File: src/rtl/instr_fetch_pkg.sv
// Shared fetch-stage definitions: FSM encoding, instruction geometry and the
// canonical NOP used to fill the instruction register out of reset.
package instr_fetch_pkg;

  typedef enum logic [1:0] {
    ST_BOOT  = 2'd0,
    ST_FETCH = 2'd1,
    ST_FAULT = 2'd2
  } fetch_state_t;

  localparam int          INSTR_BYTES = 4;
  localparam logic [31:0] NOP_INSTR   = 32'h0000_0013;

  // A fetch target is legal only on a whole-instruction boundary.
  function automatic logic is_aligned(input logic [15:0] addr);
    return (addr[1:0] == 2'b00);
  endfunction

endpackage

File: src/rtl/instr_fetch_pc_next.sv
// Next-PC selection for the fetch stage: redirect target beats sequential
// advance, which beats holding the current PC.
module fetch_pc_next
  import instr_fetch_pkg::*;
(
  input  logic [15:0] pc_in,
  input  logic        advance_in,
  input  logic        redirect_in,
  input  logic [15:0] redirect_pc_in,
  output logic [15:0] pc_next_out
);

  always_comb begin
    pc_next_out = pc_in;
    if (redirect_in) begin
      pc_next_out = redirect_pc_in;
    end else if (advance_in) begin
      // 16-bit modulo: 0xFFFC rolls over to 0x0000 silently.
      pc_next_out = pc_in + 16'(INSTR_BYTES);
    end
  end

endmodule

File: src/rtl/instr_fetch.sv
// Single-issue instruction fetch stage: one-cycle ROM fetch into a holding
// register with valid/ready handshake, redirect flush and misalignment fault.
module instr_fetch
  import instr_fetch_pkg::*;
#(
  parameter logic [15:0] RESET_PC = 16'h0000
) (
  input  logic        clk,
  input  logic        rst,
  output logic [15:0] rom_addr_out,
  input  logic [31:0] rom_data_in,
  input  logic        redirect_in,
  input  logic [15:0] redirect_pc_in,
  output logic [31:0] instr_out,
  output logic [15:0] pc_out,
  output logic        valid_out,
  input  logic        ready_in,
  output logic        fault_out
);

  fetch_state_t state_q, state_d;
  logic [15:0]  pc_q, pc_d;
  logic [31:0]  instr_q, instr_d;
  logic [15:0]  pc_out_q, pc_out_d;
  logic         valid_q, valid_d;
  logic         fault_q, fault_d;
  logic         advance;

  fetch_pc_next u_pc_next (
    .pc_in          (pc_q),
    .advance_in     (advance),
    .redirect_in    (redirect_in),
    .redirect_pc_in (redirect_pc_in),
    .pc_next_out    (pc_d)
  );

  always_comb begin
    state_d  = state_q;
    instr_d  = instr_q;
    pc_out_d = pc_out_q;
    valid_d  = valid_q;
    fault_d  = fault_q;
    advance  = 1'b0;

    // A redirect overrides every state; a concurrent handshake still completes
    // because the consumer already sampled instr_out this cycle.
    if (redirect_in) begin
      valid_d = 1'b0;
      if (is_aligned(redirect_pc_in)) begin
        state_d = ST_FETCH;
        fault_d = 1'b0;
      end else begin
        state_d  = ST_FAULT;
        fault_d  = 1'b1;
        pc_out_d = redirect_pc_in;
      end
    end else begin
      unique case (state_q)
        ST_BOOT: begin
          state_d = ST_FETCH;
        end
        ST_FETCH: begin
          if (!valid_q || ready_in) begin
            advance  = 1'b1;
            instr_d  = rom_data_in;
            pc_out_d = pc_q;
            valid_d  = 1'b1;
          end
        end
        ST_FAULT: begin
          state_d = ST_FAULT;
        end
        default: begin
          state_d = ST_BOOT;
          valid_d = 1'b0;
        end
      endcase
    end
  end

  always_ff @(posedge clk or posedge rst) begin
    if (rst) begin
      state_q  <= ST_BOOT;
      pc_q     <= RESET_PC;
      instr_q  <= NOP_INSTR;
      pc_out_q <= RESET_PC;
      valid_q  <= 1'b0;
      fault_q  <= 1'b0;
    end else begin
      state_q  <= state_d;
      pc_q     <= pc_d;
      instr_q  <= instr_d;
      pc_out_q <= pc_out_d;
      valid_q  <= valid_d;
      fault_q  <= fault_d;
    end
  end

  // ROM address comes straight from the PC register: no input-to-address path.
  assign rom_addr_out = pc_q;
  assign instr_out    = instr_q;
  assign pc_out       = pc_out_q;
  assign valid_out    = valid_q;
  assign fault_out    = fault_q;

endmodule

File: config.mk
export PLATFORM = sky130hd
export DESIGN_NAME = instr_fetch
export DESIGN_NICKNAME = d
export VERILOG_FILES = /design/src/rtl/instr_fetch_pkg.sv /design/src/rtl/instr_fetch_pc_next.sv /design/src/rtl/instr_fetch.sv
export SDC_FILE = /design/constraint.sdc
export NUM_CORES = 1
export LEC_CHECK = 0
export BUFFER_PORTS_ARGS = -buffer_cell sky130_fd_sc_hd__buf_2
export CORE_ASPECT_RATIO = 1.5
export CORE_MARGIN = 3
export CORE_UTILIZATION = 31
export DETAILED_ROUTE_END_ITERATION = 6
export PLACE_DENSITY = 0.6
export REMOVE_ABC_BUFFERS = 1
export SKIP_CTS_REPAIR_TIMING = 1
export SYNTH_ARGS = -nofsm -noshare
export SYNTH_HDL_FRONTEND = slang
export SYNTH_SLANG_ARGS = --single-unit
File: constraint.sdc
create_clock -name clk -period 2.05 [get_ports clk]
set_input_delay 0.41 -clock clk [delete_from_list [all_inputs] [get_ports clk]]
set_output_delay 0.41 -clock clk [all_outputs]
set_load 0.02 [all_outputs]
==> results.md, run 1 <==
- Final ANT Viol Nets: 0
- Crit-path max cell delay: 0.49 ns
- Share of the synthesized area in the top cell type: 53.6%
- Final WL: 8240 um
- Register share of total power: 37.9%
- Nets: 439
- Sequential share of the synthesized area: 56.2%
- Final min period: 1.66 ns
- Syn avg cell area: 11.5 um2
- Top Usage Layer GRT: met2
- Max_slew headroom: 77.0%
- Power Dens Cells: 1170 mW/mm2
- Yosys reg bits: 68
- Post-synth cell types: 42
- Root Driver: clkbuf_16
- Max-slew violations: 0
- Crit end category: register
- Die Ht: 127 um
- CTS Buf Count: 9
- Global-route wire length before repair: 13400 um
- Vias in the first global route: 2664
- Die area: 0.0110 mm2
- Internal Power: 3.32 mW
- Mapped cell area: 0.00304 mm2
- Worst-Skew Late Latency: 0.33 ns
- Worst slack, placed: 0.255 ns
- Clock network power share: 37.7%
- Layout cell share with drive strength beyond 1: 48.6%
- Setup crit start kind: register
- Area grow syn2layout: 35.7%
- Crit path buf inv count: 0
- Final setup violation count: 0
- Status: completed
- Final worst path period share: 81.2%
- Comb power frac: 24.5%
- FMAX: 601 MHz
- Drt first pass iters: 4
- Worst path slowest cell: or4_1
- Commonest cells after routing, fill and taps aside: buf_2 (117), dfrtp_1 (65), nand2_1 (37), mux2_2 (37), a31oi_1 (17)
- Sw Pwr: 1.50 mW
- WP depth: 4
- Synth Instances: 263
- Post-route cell area: 0.00412 mm2
- Starting Density: 32.2%
- CP delay by family, top: simple AND/OR/NAND/NOR gates
- Final cell count without fillers: 503
- Clk sinks: 68
- Placed inst area: 0.00376 mm2
- Worst setup margin: 0.386 ns
- LEAKAGE: 1.90 nW
- FF-to-FF path depth: 4
- Ys Warns: 0
- Critical path class: register to register
- Core Rows: 43
- Routed vias: 2554
- Synth area leaders: dfrtp_1 (54%), mux2_2 (14%), nand2_1 (4.6%), a31oi_1 (3.5%), dfstp_2 (2.6%)
- CP max FO: 7
- DP Cell Count: 486
- Clock buffer depth: 2
- GP Congestion: 0.735
- Setup TNS: 0 ns
- CTS clk-pin slew, worst paths: 0.06 ns
- GR Util met2: 25.4%
- Area leader, netlist: dfrtp_1
- Number of antenna violations at the first check in global routing: 0
- H-tree depth: 3
- Wire per inst: 16.4 um
- Largest net degree at the start of global routing: 62
- Grt met3 use: 5.42%
- Arr. time, crit path: 1.92 ns
- GR Overflow Total: 0
- Initial DRC Count: 117
- Drt drc: 0
- Switching part of the total: 31.2%
- Final HPWL DP: 5960 um
- Inserted Diodes: 0
- RSZ-0062 raised after global routing: no
- CP required: 2.30 ns
- Worst Max-Slew Pin Slew: 0.343 ns
- Post-DR vias/cell: 5.08
- Worst vdd rail ir drop: 0.590 mV
- Core ar.: 0.00942 mm2
- Worst Skew: 0.00673 ns
- Hold Vio Cnt, Final: 0
- Hold path depth: 3
- Die width: 86.8 um
- Port Buffers: 117
- Commonest non-fill, non-tap cell in the layout: buf_2
- Num ports: 118
- Hold Crit Class: primary input to register
- Grt met1 use: 18.8%
- TritonCTS clock tree: yes
- CP Cell Sequence: and4_1 -> nand4_1 -> or4_1 -> a31oi_1
- Max cap viols: 0
- Gr usage total: 15.7%
[worst reg2reg max path: cells and delay by family (launching register included)]
kind	cells	cell delay, ns
simple gates	3	0.95
flops	1	0.45
compound gates	1	0.18
[Yosys cell counts, drive strengths merged]
| library cell | count |
|---|---|
| dfrtp | 65 |
| nand2 | 38 |
| mux2 | 37 |
| a31oi | 17 |
| o21ai | 12 |
| o22ai | 12 |
| buf | 10 |
| nor2 | 9 |
| nand4 | 6 |
| clkbuf | 5 |
| nand3 | 5 |
| xor2 | 5 |
| and3 | 4 |
| dfstp | 3 |
| nand2b | 3 |
| or3 | 3 |
| or4 | 3 |
| a21oi | 2 |
| a22oi | 2 |
| and2 | 2 |
| inv | 2 |
| mux2i | 2 |
| nor2b | 2 |
| nor3 | 2 |
| o2bb2ai | 2 |
| o31ai | 2 |
| a211o | 1 |
| and4 | 1 |
| clkinv | 1 |
| dlymetal6s2s | 1 |
| ha | 1 |
| o211ai | 1 |
| or3b | 1 |
| xnor2 | 1 |
[registers in the layout (all words and copies together) (netlist names)]
signal	cells
state_q	2
pc_out	16
instr_out	32
rom_addr_out	16
fault_out	1
valid_out	1
[power by group through the flow]
stage / combinational, mW / sequential, mW / clock (mW)
global placement: 1.18 / 1.83 / 0
CTS: 1.20 / 1.83 / 1.85
finish: 1.18 / 1.82 / 1.81
global route: 1.27 / 1.87 / 1.91
floorplan: 0.370 / 2.18 / 0
detailed placement: 1.20 / 1.84 / 0
[stage by stage]
| step | hold slack (ns) | power (mW) | utilization (%) |
|---|---|---|---|
| 2_1_floorplan | 0.461 | 2.55 | - |
| 6_report | 0.302 | 4.82 | 43.8 |
| 4_1_cts | -0.0328 | 4.87 | 43.7 |
| 3_5_place_dp | 0.328 | 3.04 | 39.9 |
| 5_1_grt | 0.297 | 5.05 | 43.8 |
| 3_3_place_gp | 0.323 | 3.01 | 39.9 |
[path summary, 6_finish.rpt]
path                                   start                to  slack, ns
max                          rom_addr_out[4]  rom_addr_out[12]       0.39
min                        redirect_pc_in[9]   rom_addr_out[9]       0.30
max reg2reg                  rom_addr_out[4]  rom_addr_out[12]       0.39
min reg2reg                        pc_out[2]         pc_out[2]       0.49
max in group asynchronous                rst      instr_out[0]       0.91
min in group asynchronous                rst     instr_out[21]       0.53
[layer usage]
metal / up-vias / routed length [um]
met3: 14 / 672
met5: - / 0
met2: 104 / 4010
met1: 1241 / 3380
met4: 0 / 189
li1: 1195 / -
[cell families after synthesis]
family                     share of synthesized area (%)
muxes                                               14.4
adders and majority gates                          0.412
and+or+nand+nor                                     12.9
buffers and inverters                               3.87
DFF                                                 56.2
AOI/OAI and AO/OA                                   10.5
xor gates and xnor gates                            1.73
[area by class of cell]
type	count	area (um2)
timing repair buffer	128	696
inverter	3	11.3
sequential	68	1710
fill	885	5300
tap	112	140
multi-input combinational	176	1220
clock inverter	7	124
clock buffer	9	225
(Power assumes the default switching activity.)
==> inputs of run 2 (changes only) <==
==> constraint.sdc (replaced) <==
create_clock -name clk -period 1.4 [get_ports clk]
set_input_delay 0.28 -clock clk [delete_from_list [all_inputs] [get_ports clk]]
set_output_delay 0.28 -clock clk [all_outputs]
set_load 0.02 [all_outputs]
==> results.md, run 2 (same netlist as run 1, synthesis figures left out) <==
- Status: finished with violations
- LEAKAGE: 2.13 nW
- Worst vdd rail ir drop: 1.01 mV
- TritonCTS clock tree: yes
- CTS Buf Count: 9
- Number of antenna violations at the first check in global routing: 0
- Setup TNS: -3.52 ns
- Clock buffer depth: 2
- Hold Vio Cnt, Final: 0
- Die Ht: 127 um
- Global-route wire length before repair: 13600 um
- Starting Density: 32.2%
- Arr. time, crit path: 1.77 ns
- Worst slack, placed: -0.156 ns
- Crit end category: register
- Met3 WL: 825 um
- CP max FO: 4
- Worst setup margin: -0.115 ns
- Nets: 479
- RSZ-0062 raised after global routing: yes
- CTS clk-pin slew, worst paths: 0.06 ns
- Final worst path period share: 108%
- GR Overflow Total: 0
- Setup crit start kind: register
- Final cell count without fillers: 543
- Met2 wire length: 4310 um
- Clk sinks: 68
- Drt drc: 0
- Final setup violation count: 38
- Worst hold margin: 0.0339 ns
- Wire per inst: 15.9 um
- Commonest cells after routing, fill and taps aside: buf_2 (117), dfrtp_1 (64), buf_4 (39)
- Failing checks: negative setup slack
- Worst Max-Slew Pin Slew: 0.482 ns
- Max layer used: met4
- Critical path class: register to register
- Gr usage total: 16.1%
- Die area: 0.0110 mm2
- CP required: 1.65 ns
- FMAX: 660 MHz
- DP Cell Count: 522
- Power Dens Cells: 1550 mW/mm2
- Final HPWL DP: 6340 um
- Final min period: 1.52 ns
- Root Driver: clkbuf_16
- Max cap viols: 0
- Max-slew violations: 0
- Worst-Skew Late Latency: 0.33 ns
- Routed vias: 2728
- Met1 wire length: 3320 um
- Initial DRC Count: 184
- Hold Crit Class: primary input to asynchronous set/reset pin
- H-tree depth: 3
- Post-DR vias/cell: 5.02
- Commonest non-fill, non-tap cell in the layout: buf_2
- Layout cell share with drive strength beyond 1: 57.1%
- Area grow syn2layout: 49.8%
- Final ANT Viol Nets: 0
- Drt first pass iters: 4
- Final WL: 8610 um
- Inserted Diodes: 0
- Max_slew headroom: 67.9%
- Worst Skew: 0.00665 ns
- Num ports: 118
- Fillcell total: 870
- Vias in the first global route: 2726
- Port Buffers: 117
- Die width: 86.8 um
- Core ar.: 0.00942 mm2
- Largest net degree at the start of global routing: 37
- Core Rows: 43
- GP Congestion: 0.754
- Largest register FFs: 32
-- run 2: cell count changes in the layout (fill, tap and decap cells not counted), sizes merged --
cell	previous run	this run
buf	127	168
bufinv	3	2
dlygate4sd3	1	0
inv	3	4
-- run 2: where the power goes --
part | leakage (nW) | internal, mW | total, mW | switching [mW]
Sequential | 0.792 | 2.40 | 2.64 | 0.237
Clock | 0.156 | 1.57 | 2.45 | 0.881
Combinational | 1.18 | 0.865 | 1.97 | 1.11
Total | 2.13 | 4.84 | 7.06 | 2.22
-- run 2: critical path, stage by stage (launching register included) --
cell	delay [ns]
dfrtp_1	0.41
nor2b_4	0.25
nand3_2	0.12
or4_1	0.47
a31oi_1	0.18
-- run 2: through the flow --
step / util (%) / instance area [um2] / total power [mW]
2_1_floorplan: - / 2930 / 3.73
3_3_place_gp: 43.0 / 4040 / 4.53
3_5_place_dp: 43.0 / 4040 / 4.57
4_1_cts: 46.4 / 4370 / 7.07
5_1_grt: 48.3 / 4550 / 7.43
6_report: 48.3 / 4550 / 7.06
-- run 2: path summary, 6_finish.rpt --
check / from / endpoint / slack [ns] / cells after the start
min in group clk: rom_data_in[16] / instr_out[16] / 0.17 / 2
max in group asynchronous: rst / instr_out[0] / 0.98 / 3
min: rst / instr_out[28] / 0.03 / 3
max: state_q[0] / rom_addr_out[13] / -0.12 / 4
min reg2reg: pc_out[2] / pc_out[2] / 0.49 / 1
max reg2reg: state_q[0] / rom_addr_out[13] / -0.12 / 4
-- run 2: layout make-up --
type,count,area [um2],share of cell area (%)
Clock buffer,9,225,4.95
Multi-Input combinational cell,176,1320,29.1
Clock inverter,7,98.8,2.17
Tap cell,112,140,3.08
Timing Repair Buffer,168,1040,22.9
Sequential cell,68,1710,37.5
Inverter,3,11.3,0.248
-- run 2: metal layers --
metal | GRT usage, % | up-vias
li1 | - | 1280
met1 | 18.1 | 1314
met4 | 7.16 | 0
met2 | 26.4 | 124
met3 | 6.65 | 10
met5 | 0 | -
